### config.mk
export PLATFORM = sky130hd
export DESIGN_NAME = risc_ctrl_seq
export DESIGN_NICKNAME = d
export VERILOG_FILES = /design/src/rtl/risc_ctrl_seq.sv
export SDC_FILE = /design/constraint.sdc
export NUM_CORES = 1
export LEC_CHECK = 0
export ABC_CLOCK_PERIOD_IN_PS = 1200
export CELL_PAD_IN_SITES_DETAIL_PLACEMENT = 0
export CELL_PAD_IN_SITES_GLOBAL_PLACEMENT = 1
export CORE_ASPECT_RATIO = 0.9
export CORE_MARGIN = 2
export CORE_UTILIZATION = 22
export DETAILED_ROUTE_END_ITERATION = 7
export PLACE_DENSITY_LB_ADDON = 0.1
export REMOVE_ABC_BUFFERS = 1
export SETUP_SLACK_MARGIN = 0.15
export SYNTH_ARGS = -nofsm -noshare
export SYNTH_HDL_FRONTEND = slang
export SYNTH_SLANG_ARGS = --single-unit
### constraint.sdc
create_clock -name clk -period 1.2 [get_ports clk]
set_input_delay 0.24 -clock clk [delete_from_list [all_inputs] [get_ports clk]]
set_output_delay 0.24 -clock clk [all_outputs]
set_load 0.01 [all_outputs]
### src/rtl/risc_ctrl_seq.sv
// risc_ctrl_seq: self-sequencing 8-phase RISC control unit with latched HALT/resume.
// Optional memory-ready stall in P1/P5 is compiled in with `define RISC_CTRL_STALL_EN.
module risc_ctrl_seq #(
  parameter int unsigned      OPC_W  = 3,
  parameter logic [OPC_W-1:0] OP_HLT = OPC_W'(0),
  parameter logic [OPC_W-1:0] OP_SKZ = OPC_W'(1),
  parameter logic [OPC_W-1:0] OP_ADD = OPC_W'(2),
  parameter logic [OPC_W-1:0] OP_AND = OPC_W'(3),
  parameter logic [OPC_W-1:0] OP_XOR = OPC_W'(4),
  parameter logic [OPC_W-1:0] OP_LDA = OPC_W'(5),
  parameter logic [OPC_W-1:0] OP_STO = OPC_W'(6),
  parameter logic [OPC_W-1:0] OP_JMP = OPC_W'(7)
) (
  input  logic             clk,
  input  logic             rst,
  input  logic [OPC_W-1:0] opcode,
  input  logic             zero,
  input  logic             mem_rdy,
  input  logic             resume,
  output logic             sel,
  output logic             rd,
  output logic             wr,
  output logic             ld_ir,
  output logic             inc_pc,
  output logic             ld_pc,
  output logic             ld_ac,
  output logic             data_e,
  output logic             halted,
  output logic [2:0]       phase
);

  localparam logic [3:0] S_P0   = 4'd0;
  localparam logic [3:0] S_P1   = 4'd1;
  localparam logic [3:0] S_P2   = 4'd2;
  localparam logic [3:0] S_P3   = 4'd3;
  localparam logic [3:0] S_P4   = 4'd4;
  localparam logic [3:0] S_P5   = 4'd5;
  localparam logic [3:0] S_P6   = 4'd6;
  localparam logic [3:0] S_P7   = 4'd7;
  localparam logic [3:0] S_HALT = 4'd8;

  logic [3:0] state_q, state_d;
  logic       is_hlt, is_skz, is_sto, is_jmp, is_alu;
  logic       p1_go, p5_go;

  assign is_hlt = (opcode == OP_HLT);
  assign is_skz = (opcode == OP_SKZ);
  assign is_sto = (opcode == OP_STO);
  assign is_jmp = (opcode == OP_JMP);
  assign is_alu = (opcode == OP_ADD) || (opcode == OP_AND) ||
                  (opcode == OP_XOR) || (opcode == OP_LDA);

`ifdef RISC_CTRL_STALL_EN
  // Only instruction fetch and ALU operand fetch wait on memory.
  assign p1_go = mem_rdy;
  assign p5_go = mem_rdy || !is_alu;
`else
  logic stall_unused;
  assign stall_unused = mem_rdy;
  assign p1_go = 1'b1;
  assign p5_go = 1'b1;
`endif

  always_ff @(posedge clk) begin
    if (!rst) state_q <= S_P0;
    else      state_q <= state_d;
  end

  always_comb begin
    state_d = state_q;
    case (state_q)
      S_P0:    state_d = S_P1;
      S_P1:    if (p1_go) state_d = S_P2;
      S_P2:    state_d = S_P3;
      S_P3:    state_d = S_P4;
      S_P4:    state_d = is_hlt ? S_HALT : S_P5;
      S_P5:    if (p5_go) state_d = S_P6;
      S_P6:    state_d = S_P7;
      S_P7:    state_d = S_P0;
      S_HALT:  if (resume) state_d = S_P0;
      default: state_d = S_P0;
    endcase
  end

  always_comb begin
    sel    = 1'b0;
    rd     = 1'b0;
    wr     = 1'b0;
    ld_ir  = 1'b0;
    inc_pc = 1'b0;
    ld_pc  = 1'b0;
    ld_ac  = 1'b0;
    data_e = 1'b0;
    halted = 1'b0;
    phase  = '0;
    if (rst) begin
      if (state_q != S_HALT) phase = state_q[2:0];
      case (state_q)
        S_P0: sel = 1'b1;
        S_P1: begin sel = 1'b1; rd = 1'b1; end
        S_P2, S_P3: begin sel = 1'b1; rd = 1'b1; ld_ir = 1'b1; end
        S_P4: inc_pc = 1'b1;
        S_P5: rd = is_alu;
        S_P6: begin
          rd     = is_alu;
          inc_pc = is_skz && zero;
          ld_pc  = is_jmp;
          data_e = is_sto;
        end
        S_P7: begin
          rd     = is_alu;
          ld_ac  = is_alu;
          ld_pc  = is_jmp;
          wr     = is_sto;
          data_e = is_sto;
        end
        S_HALT: halted = 1'b1;
        default: ;
      endcase
    end
  end

endmodule

==> metrics.log <==
INFO  metric syn_area = 320 sq um
INFO  metric synthFlopType = dfxtp_1
INFO  metric detail_route.iter0.violations = 0
INFO  metric setup_violations = 11
INFO  metric largest_register_ff_count = 4
INFO  metric grt_overflow = 0
INFO  metric core.rowCount = 13
INFO  metric cts.clk_slew.worst_paths = 0.04 ns
INFO  metric die_width = 44.2 um
INFO  metric die_boundary_height = 40.2 um
INFO  metric timing.final.ws_setup = -0.191 ns
INFO  metric vias = 434
INFO  metric synth.lib_cells_used.distinct = 20
INFO  metric report.power.total = 542 uW
INFO  metric post_cts_hold_buffer_count = 0
INFO  metric yosys_register_bits = 4
INFO  metric global_route_track_usage_on_met3 = 0.0586
INFO  metric synth.top_cell.area_share = 0.250
INFO  metric top_regs = state_q: 4 flops
INFO  metric grt_antenna_before_repair = 0
INFO  metric setup_tns = -1.11 ns
INFO  metric ys_warn_count = 0
INFO  metric final_core_utilization = 0.522
INFO  metric detail_route.first_pass.iterations = 1
INFO  metric report.final.hold_viol_count = 0
INFO  metric run_status = finished with violations
INFO  metric post_synth_most_frequent_cells = 5 x nand2_1, 5 x nor2_1, 4 x and2_1, 4 x dfxtp_1, 4 x nor3_1
INFO  metric fill_cells = 142
INFO  metric worstPathRequired = 0.96 ns
INFO  metric number_of_buffers_created_by_cts = 3
INFO  metric first_global_vias = 358
INFO  metric routedWlPerCell = 10.2 um
INFO  metric number_of_i_o_port_buffers = 18
INFO  metric highest_utilization_routing_layer_at_the_global_route_stage = met2
INFO  metric ys_seq_area_frac = 0.250
INFO  metric use_met1 = 0.146
INFO  metric tritoncts = yes
INFO  metric power.leakage = 0.353 nW
INFO  metric clock-sinks = 4
INFO  metric floorplan.io_pins = 20
INFO  metric maximum_number_of_pins_on_one_net_before_global_route_repair = 8
INFO  metric grt.total_usage = 0.118
INFO  metric cts.htree.levels = 1
INFO  metric design.die.area = 1780 sq um
INFO  metric synth-async-reset-ratio = 0
INFO  metric start_util = 0.229
INFO  metric postLayoutCellArea = 731 sq um
INFO  metric postRouteWirelength = 980 um
INFO  metric setup.worst_path.start_class = flip-flop
INFO  metric end_kind = output port
INFO  metric crit_type = flip-flop to output port
INFO  metric groute.layer.met2.usage = 0.199
INFO  metric power_density = 741 nW/um^2
INFO  metric max-cap-violations = 0
INFO  metric final_layout_size_suffix_gt1_frac = 0.728
INFO  metric rsz_0062_raised_after_global_routing = yes
INFO  metric drv_slew = 0
INFO  metric dp_hpwl = 766 um
INFO  metric cell_area_after_placement = 621 sq um
INFO  metric clock.fmax = 0.719 GHz
INFO  metric fin_nets = 91
INFO  metric worst_slew_margin_rel = 0.867
INFO  metric syn-instance-count = 43
INFO  metric cts_buffer_depth = 2
INFO  metric timing.critical_path.arrival = 1.15 ns
INFO  metric synth_area_per_cell = 7.45 sq um
INFO  metric area_overhead_of_the_layout_relative_to_synthesis = 128%
INFO  metric final_weighted_congestion_of_routability_driven_global_placement = 0.758
INFO  metric core_area = 1400 sq um
INFO  metric place_worst_setup_slack = -0.912 ns
INFO  metric antenna_left = 0
INFO  metric grt_first_pass_wirelength = 1460 um
INFO  metric violations = setup timing
INFO  metric final_period_minus_worst_setup_slack = 1.39 ns
INFO  metric min-delay-path-class = flip-flop to flip-flop
INFO  metric route.detailed.vias_per_inst = 4.52
INFO  metric ir_worst_vdd = 0.000443 V
INFO  metric clockRootBuffer = clkbuf_4
INFO  metric worst_skew_pair_latency = 0.23 ns
INFO  metric num_antenna_cells = 0
INFO  metric path_max_fanout = 5
INFO  metric synth.top_cells.by_area = dfxtp_1 25%, and2_1 7.8%, nor4_4 6.6%
INFO  metric edff_count_synth = 0
INFO  metric regMostFlops = state_q
INFO  metric timing.clock.skew = 0.000868 ns
INFO  metric synthDominantAreaCellType = dfxtp_1
INFO  metric drcViolationCount = 0
INFO  metric worst_slew_pin_slew = 0.198 ns
INFO  metric timing.final.crit_share = 1.16
worst max-delay path, stage by stage (launching register included):
cell and delay, ns:
dfxtp_4 0.38, nand2_4 0.06, nor4_4 0.21, and2_1 0.15, buf_2 0.12
cell type report:
cell class              count  area [sq um]  share of cell area
clock buffers               3          22.5              0.0308
inverters                   3          11.3              0.0154
multi-input cells          32           278               0.380
flip-flops and latches      4          92.6               0.127
well taps                  15          18.8              0.0257
repair buffers             39           308               0.421
metrics by stage:
step	hold WS (ns)	std cells
5_1_grt	0.548	96
3_3_place_gp	0.574	89
2_1_floorplan	0.384	39
3_5_place_dp	0.581	89
4_1_cts	0.539	95
6_report	0.540	96
logic make-up (layout without fill, tap and decap cells):
kind of cell / Yosys count / after routing / synth area share
AND/OR/NAND/NOR: 24 / 24 / 0.438
buffers and inverters: 7 / 45 / 0.117
AO/OA/AOI/OAI: 6 / 6 / 0.141
flip-flops: 4 / 4 / 0.250
XOR/XNOR: 2 / 2 / 0.0547
worst paths after layout:
path | start | endpoint | slack (ns) | cells after the start
setup / recovery | state_q[1]$_SDFFE_PN0P_ | wr | -0.19 | 4
hold / removal | state_q[0]$_SDFFE_PN0P_ | state_q[0]$_SDFFE_PN0P_ | 0.54 | 2
setup reg to reg | state_q[2]$_SDFFE_PN0P_ | state_q[3]$_SDFFE_PN0P_ | 0.14 | 6
hold reg to reg | state_q[0]$_SDFFE_PN0P_ | state_q[0]$_SDFFE_PN0P_ | 0.54 | 2
timing repair:
action | in CTS | in global routing
pin swaps | 8 | 3
buffers inserted | 3 | 1
gates resized for setup | 81 | 12
endpoints found under the setup margin | 15 | 14
power by group:
part	internal, mW	switching, mW	total [mW]
logic	0.123	0.0905	0.213
registers	0.143	0.0178	0.161
clock network	0.112	0.0559	0.168
total	0.377	0.164	0.542
layer usage:
metal  up-vias  share of wire
met3         0          0.061
met1       196           0.46
met2        14           0.47
li1        224              -
met5         -              0
met4         0              0
cells in the final DEF (no fill, tap or decap), drive strengths merged, types with 2 or more instances in the layout:
| cell | synthesis | final |
|---|---|---|
| dlygate4sd2 | 0 | 2 |
| buf | 4 | 33 |
| dfxtp | 4 | 4 |
| a211oi | 2 | 2 |
| clkbuf | 0 | 5 |
| xnor2 | 2 | 2 |
| nor3 | 4 | 4 |
| nor2 | 5 | 5 |
| nand2 | 5 | 5 |
| nor4 | 2 | 2 |
| inv | 3 | 3 |
| and2 | 4 | 4 |
No activity file was read; power rests on OpenSTA's default activity.
